==> src/rtl/mac_seq_ctrl.sv <==
// -----------------------------------------------------------------------------
// mac_seq_ctrl
// Sequencer for the 16-lane MAC datapath. For each output it reads one data
// vector and one weight row, chunk by chunk, from the data and weight buffers.
// It drives the MAC valid input and accumulates the per-chunk MAC sums into
// one wide signed result per output. Each result is tagged with its index.
//
// Ports:
//   clk, rstn               clock, asynchronous active-low reset
//   start                   one-cycle start pulse; only honoured in IDLE
//   cfg_nchunk, cfg_nout    chunks per output, number of outputs
//   cfg_wbase, cfg_dbase    weight / data buffer base addresses
//   busy, done              job in progress / one-cycle end-of-job pulse
//   w_rd_en, w_rd_addr      weight buffer read port
//   d_rd_en, d_rd_addr      data buffer read port
//   mac_vld_i               MAC input valid, aligned with buffer read data
//   mac_acc_o, mac_vld_o    per-chunk signed sum from the MAC and its valid
//   res_o, res_vld_o        final accumulated result and its one-cycle strobe
//   res_idx_o               output index of res_o
// -----------------------------------------------------------------------------
module mac_seq_ctrl #(
    parameter int ADDR_W = 10,
    parameter int CNT_W  = 10,
    parameter int ACC_W  = 32
) (
    input  logic              clk,
    input  logic              rstn,
    input  logic              start,
    input  logic [CNT_W-1:0]  cfg_nchunk,
    input  logic [CNT_W-1:0]  cfg_nout,
    input  logic [ADDR_W-1:0] cfg_wbase,
    input  logic [ADDR_W-1:0] cfg_dbase,
    output logic              busy,
    output logic              done,
    output logic              w_rd_en,
    output logic [ADDR_W-1:0] w_rd_addr,
    output logic              d_rd_en,
    output logic [ADDR_W-1:0] d_rd_addr,
    output logic              mac_vld_i,
    input  logic [19:0]       mac_acc_o,
    input  logic              mac_vld_o,
    output logic [ACC_W-1:0]  res_o,
    output logic              res_vld_o,
    output logic [CNT_W-1:0]  res_idx_o
);

    typedef enum logic [1:0] {
        ST_IDLE  = 2'd0,
        ST_ISSUE = 2'd1,
        ST_DRAIN = 2'd2,
        ST_FIN   = 2'd3
    } state_t;

    localparam logic [CNT_W-1:0]  CNT_ZERO  = {CNT_W{1'b0}};
    localparam logic [CNT_W-1:0]  CNT_ONE   = {{(CNT_W-1){1'b0}}, 1'b1};
    localparam logic [ADDR_W-1:0] ADDR_ZERO = {ADDR_W{1'b0}};
    localparam logic [ADDR_W-1:0] ADDR_ONE  = {{(ADDR_W-1){1'b0}}, 1'b1};
    localparam logic [ACC_W-1:0]  ACC_ZERO  = {ACC_W{1'b0}};

    // Sign-extend a 20-bit MAC chunk sum to the accumulator width.
    function automatic logic [ACC_W-1:0] sext20(input logic [19:0] v);
        return {{(ACC_W-20){v[19]}}, v};
    endfunction

    state_t             state_r;
    logic [CNT_W-1:0]   nchunk_r;
    logic [CNT_W-1:0]   nout_r;
    logic [ADDR_W-1:0]  dbase_r;
    logic [CNT_W-1:0]   chunk_r;
    logic [CNT_W-1:0]   out_r;
    logic               busy_r;
    logic               done_r;
    logic               rd_en_r;
    logic [ADDR_W-1:0]  w_addr_r;
    logic [ADDR_W-1:0]  d_addr_r;
    logic               mac_vld_i_r;

    logic [CNT_W-1:0]   rx_chunk_r;
    logic [CNT_W-1:0]   rx_out_r;
    logic [ACC_W-1:0]   acc_r;
    logic [ACC_W-1:0]   res_r;
    logic               res_vld_r;
    logic [CNT_W-1:0]   res_idx_r;

    logic               start_acc_s;
    logic [ACC_W-1:0]   acc_base_s;
    logic [ACC_W-1:0]   acc_sum_s;
    logic               rx_last_s;
    logic [CNT_W-1:0]   rx_out_nxt_s;

    // Receive-side arithmetic and the result count including a strobe being produced now.
    always_comb begin
        start_acc_s = (state_r == ST_IDLE) && start;
        if (rx_chunk_r == CNT_ZERO) begin
            acc_base_s = ACC_ZERO;            // first chunk of an output loads instead of adding
        end else begin
            acc_base_s = acc_r;
        end
        acc_sum_s = acc_base_s + sext20(mac_acc_o);
        rx_last_s = mac_vld_o && (rx_chunk_r == (nchunk_r - CNT_ONE));
        if (rx_last_s) begin
            rx_out_nxt_s = rx_out_r + CNT_ONE;
        end else begin
            rx_out_nxt_s = rx_out_r;
        end
    end

    // Job FSM: config latch, read issue with running addresses, and done/busy handshake.
    always_ff @(posedge clk or negedge rstn) begin
        if (!rstn) begin
            state_r     <= ST_IDLE;
            nchunk_r    <= CNT_ZERO;
            nout_r      <= CNT_ZERO;
            dbase_r     <= ADDR_ZERO;
            chunk_r     <= CNT_ZERO;
            out_r       <= CNT_ZERO;
            busy_r      <= 1'b0;
            done_r      <= 1'b0;
            rd_en_r     <= 1'b0;
            w_addr_r    <= ADDR_ZERO;
            d_addr_r    <= ADDR_ZERO;
            mac_vld_i_r <= 1'b0;
        end else begin
            // Buffers have one cycle of read latency, so the MAC valid trails the read by one.
            mac_vld_i_r <= rd_en_r;
            case (state_r)
                ST_IDLE: begin
                    done_r <= 1'b0;
                    if (start) begin
                        busy_r   <= 1'b1;
                        nchunk_r <= cfg_nchunk;
                        nout_r   <= cfg_nout;
                        dbase_r  <= cfg_dbase;
                        chunk_r  <= CNT_ZERO;
                        out_r    <= CNT_ZERO;
                        if ((cfg_nchunk == CNT_ZERO) || (cfg_nout == CNT_ZERO)) begin
                            state_r <= ST_FIN;
                        end else begin
                            // First read is presented straight away so reads run without bubbles.
                            state_r  <= ST_ISSUE;
                            rd_en_r  <= 1'b1;
                            w_addr_r <= cfg_wbase;
                            d_addr_r <= cfg_dbase;
                        end
                    end
                end
                ST_ISSUE: begin
                    // The weight address is a running counter: wbase + out*nchunk + chunk.
                    w_addr_r <= w_addr_r + ADDR_ONE;
                    if (chunk_r == (nchunk_r - CNT_ONE)) begin
                        chunk_r <= CNT_ZERO;
                        if (out_r == (nout_r - CNT_ONE)) begin
                            rd_en_r <= 1'b0;
                            state_r <= ST_DRAIN;
                        end else begin
                            out_r    <= out_r + CNT_ONE;
                            d_addr_r <= dbase_r;
                        end
                    end else begin
                        chunk_r  <= chunk_r + CNT_ONE;
                        d_addr_r <= d_addr_r + ADDR_ONE;
                    end
                end
                ST_DRAIN: begin
                    if (rx_out_nxt_s == nout_r) begin
                        state_r <= ST_FIN;
                    end
                end
                ST_FIN: begin
                    done_r  <= 1'b1;
                    busy_r  <= 1'b0;
                    state_r <= ST_IDLE;
                end
                default: begin
                    state_r <= ST_IDLE;
                end
            endcase
        end
    end

    // Receive side: counts MAC valids only, so it is independent of MAC latency.
    always_ff @(posedge clk or negedge rstn) begin
        if (!rstn) begin
            rx_chunk_r <= CNT_ZERO;
            rx_out_r   <= CNT_ZERO;
            acc_r      <= ACC_ZERO;
            res_r      <= ACC_ZERO;
            res_vld_r  <= 1'b0;
            res_idx_r  <= CNT_ZERO;
        end else begin
            res_vld_r <= 1'b0;
            if (start_acc_s) begin
                rx_chunk_r <= CNT_ZERO;
                rx_out_r   <= CNT_ZERO;
                acc_r      <= ACC_ZERO;
            end else if (mac_vld_o) begin
                acc_r <= acc_sum_s;
                if (rx_last_s) begin
                    rx_chunk_r <= CNT_ZERO;
                    rx_out_r   <= rx_out_nxt_s;
                    res_r      <= acc_sum_s;
                    res_vld_r  <= 1'b1;
                    res_idx_r  <= rx_out_r;
                end else begin
                    rx_chunk_r <= rx_chunk_r + CNT_ONE;
                end
            end
        end
    end

    assign busy      = busy_r;
    assign done      = done_r;
    assign w_rd_en   = rd_en_r;
    assign d_rd_en   = rd_en_r;
    assign w_rd_addr = w_addr_r;
    assign d_rd_addr = d_addr_r;
    assign mac_vld_i = mac_vld_i_r;
    assign res_o     = res_r;
    assign res_vld_o = res_vld_r;
    assign res_idx_o = res_idx_r;

endmodule

==> config.mk <==
export PLATFORM = sky130hd
export DESIGN_NAME = mac_seq_ctrl
export DESIGN_NICKNAME = d
export VERILOG_FILES = /design/src/rtl/mac_seq_ctrl.sv
export SDC_FILE = /design/constraint.sdc
export NUM_CORES = 1
export LEC_CHECK = 0
export CAP_MARGIN = 15
export CORE_MARGIN = 5
export CORE_UTILIZATION = 57
export DETAILED_ROUTE_END_ITERATION = 6
export PLACE_DENSITY = 0.8
export SKIP_CTS_REPAIR_TIMING = 1
export SLEW_MARGIN = 20
export SYNTH_ARGS = -nofsm -noshare
export SYNTH_HDL_FRONTEND = slang
export SYNTH_SLANG_ARGS = --single-unit
==> constraint.sdc <==
create_clock -name clk -period 4.69 [get_ports clk]
set_input_delay 0.7035 -clock clk [delete_from_list [all_inputs] [get_ports clk]]
set_output_delay 0.7035 -clock clk [all_outputs]
set_load 0.05 [all_outputs]
==> run summary <==
The fraction of synthesized cell area taken by the top area cell type is 39.2%. In this run, CTS created clock tree buffers numbering 17. The primary flip-flop cell chosen by synthesis mapping is sky130_fd_sc_hd__dfrtp_1. The number of max-slew violations in the final report came out at 0. In this run, synthesis inferred 0 flip-flops with an integrated enable. The maximum fanout along the worst path came out at 26. The data arrival time of the critical path came out at 4650 ps. The number of antenna violations at the first check in global routing came out at 0. The largest clock skew in the final design came out at 11.1 ps.

The height of the die is 148 microns. The commonest cells after synthesis are sky130_fd_sc_hd__nand2_1 (240), sky130_fd_sc_hd__dfrtp_1 (171), sky130_fd_sc_hd__nor2_1 (105). Across every metal layer, demand over resource in global routing totals 25.4%. The slack of the critical path came out at 407 ps. The type of the setup path with the least slack is flop to flop.

The total I/O pin count came out at 132. The post-route netlist has 5.88% of its cells at a drive strength greater than 1. The floorplan step defined a core boundary enclosing 0.0188 sq mm.

The register clock-pin slew on the reported worst setup and hold paths is 80 ps. The antenna diode instance count came out at 0. By area the synthesized netlist is led by sky130_fd_sc_hd__dfrtp_1 (39%), sky130_fd_sc_hd__nand2_1 (8.3%), sky130_fd_sc_hd__ha_1 (5.2%). On the worst path, the slowest cell contributes a delay of 480 ps. The largest area contributor in the synthesized netlist is sky130_fd_sc_hd__dfrtp_1. The instance area after placement came out at 0.0123 sq mm. The CTS tree is yes. The cell area after synthesis is 0.0109 sq mm. The number of register bits inferred by synthesis is 171.

The power density normalized to cell area is 696 mW/mm^2. Measured against its own limit, the worst slew margin works out to 34.5%. The remaining number of nets flagged by the antenna check after routing came out at 0. Summed over all layers, the routed wires come to 27400 microns. The startpoint type of the worst setup path is a flop. The number of buffers on the longest clock path came out at 2. The synthesis-to-layout area growth is 18.9%. Before antenna repair, the detailed router went through 7 iterations.

For this run, the number of Yosys warnings is 0. In the final routed layout, each cell accounts on average for 16.8 microns. Based on the critical path, the design can be clocked at up to 0.234 GHz. The first global-routing pass estimated 45900 microns of wire. Summed over all nets, the half-perimeter wirelength after detailed placement is 19500 microns. The overall die area is 0.0220 sq mm. The tree is rooted in a sky130_fd_sc_hd__clkbuf_16. The setup total negative slack is 0 ps.

The flow ran to the end, and the final reports show no timing, DRC or antenna violations. The final cycle utilization of the critical path came out at 91.3%. Of the synthesized area, sequential elements account for 39.2%. Setup repair after global routing left no endpoint under its margin. The proportion of synthesized flip-flops having asynchronous set or reset came out at 100%. After detailed routing, the number of remaining DRC violations is 0. The number of filler instances in the final layout is 1484.

The tree built by TritonCTS fans out to 171 sinks. For the finished layout, the period the worst path requires is 4280 ps. The pin count of the biggest net entering global routing came out at 89. The area of all placed cells without fillers came out at 0.0130 sq mm. The count of buffers added on input and output ports is 131. The count of endpoints failing hold in the final timing report came to 0. The number of endpoints failing setup at the final stage came out at 0. The endpoint kind of the worst setup timing path is a flop. The standard-cell row count is 50. After global routing the overflow that remains totals 0. The distinct cell type count after synthesis is 72. The latest clock arrival within the worst-skew pair is 440 ps. The post-synthesis cell count is 1289.

The static leakage came out at 5.88 nW. The initial standard-cell utilization of the core is 58.1%. The number of non-filler instances in the completed layout came out at 1628. The final estimated routing congestion in global placement is 0.954. The path class of the tightest hold or removal check is primary input to asynchronous set/reset pin. The slowest stage of the critical path is the sky130_fd_sc_hd__dfrtp_1 cell. The post-placement setup slack came out at 472 ps. Yosys instantiated no cell more often than sky130_fd_sc_hd__nand2_1. The reported max-cap violation count is 0.

The post-placement cell count is 1596. Dividing the detail-routed via count by the number of cells gives 5.82. The critical path goes through nor4_1, nand4b_1, buf_4, nand2_1, inv_1, ha_1, a211oi_1, o21ai_0, nand4_1, a211o_1, a31oi_1, nand4_1, a31o_2, xnor2_1, mux2_2, a21oi_1. The sequential cell area came out at 0.00428 sq mm.

The worst vdd rail ir drop came out at 0.481 mV. The net count after synthesis is 1399. The synthesized area per cell is 8.46 sq um. The area taken by multi-input logic gates is 0.00620 sq mm. The overall via count from detail_route came out at 9481. The endpoint required time on the critical path came out at 5050 ps. The number of nets in the layout came out at 1491. For the pin with the worst max-slew slack, the measured transition is 979 ps. In this design, the critical path's most frequently occurring cell is sky130_fd_sc_hd__nand4_1. The number of violations reported at the end of detailed-routing iteration 0 is 713.

The die span in x came out at 148 microns. The via count of the first global-routing pass came out at 9365. The number of H-tree levels is 4.
-- report_power, final --
group	switching (mW)	internal, mW
Sequential	0.545	1.98
Clock	0.703	0.776
Combinational	3.02	2.00
Total	4.27	4.76
-- sequential cells by signal, summed over array words and instances (netlist names) --
signal      flops
acc_r          32
busy            1
chunk_r        10
d_rd_addr      10
d_rd_en         1
dbase_r        10
done            1
mac_vld_i       1
nchunk_r       10
nout_r         10
out_r          10
res_idx_o      10
res_o          32
res_vld_o       1
rx_chunk_r     10
rx_out_r       10
state_r         2
w_rd_addr      10
-- layout make-up --
type / count / area share [%]
sequential: 171 / 33.0
clock inverter: 15 / 1.52
inverter: 39 / 1.13
multi-input combinational: 1006 / 47.8
tap: 234 / 2.26
timing repair buffer: 146 / 11.0
clock buffer: 17 / 3.28
-- cell usage in the layout (no fill, tap or decap), drive strengths merged, types with 4 or more instances in the layout --
master / instances
clkbuf: 17
inv: 48
nand4: 13
nor4: 13
clkinv: 5
a211o: 5
nand2b: 12
a31oi: 8
o21a: 9
nor3b: 4
a31o: 4
xnor3: 5
mux2: 16
o31ai: 8
nor3: 24
o22ai: 18
and2: 40
a21o: 16
a21oi: 63
o211ai: 4
or4: 8
clkdlybuf4s50: 130
and3: 21
dfrtp: 171
nor2: 106
xor2: 35
o21bai: 4
nand2: 240
a211oi: 9
nand3: 44
a21boi: 6
mux2i: 25
or2: 6
o21ai: 87
nor2b: 10
ha: 45
xnor2: 56
buf: 16
-- per-stage QoR --
stage | hold WS, ps | utilization, % | power [mW]
after floorplan | 408 | - | 6.18
after global placement | 448 | 65.8 | 7.38
after detailed placement | 457 | 65.8 | 7.50
after CTS | 350 | 69.1 | 9.03
after global routing | 382 | 69.1 | 9.70
final | 295 | 69.1 | 9.03
-- worst max-delay path: cells and delay by family (launching register included) --
family	cells	cell delay, ps
AOI/OAI and AO/OA	6	1240
DFF	1	480
buffers and inverters	2	400
xor gates and xnor gates	1	240
adders and majority gates	1	290
and+or+nand+nor	5	1190
muxes	1	370
-- metal layers --
metal	wire length, microns	GRT usage (%)
met1	12600	35.4
met2	12600	40.3
met3	1670	5.09
met4	500	7.81
met5	0	0
-- kinds of logic after synthesis --
family          share of synthesized area (%)
simple gates                             23.9
compound gates                           14.9
flops                                    39.2
buf+inv                                  4.03
xor+xnor                                 8.62
fa+ha+maj                                5.34
mux                                      3.95
-- final timing paths --
check | endpoint | slack (ps) | start | cells past startpoint
worst max register to register | acc_r[31] | 410 | rx_chunk_r[6] | 16
worst max-delay path | acc_r[31] | 410 | rx_chunk_r[6] | 16
worst min register to register | res_idx_o[0] | 470 | res_idx_o[0] | 2
max in group asynchronous | acc_r[22] | 3290 | rstn | 2
worst min-delay path | d_rd_addr[3] | 290 | rstn | 1
min in group clk | res_idx_o[0] | 470 | res_idx_o[0] | 2
(Power assumes the default switching activity.)
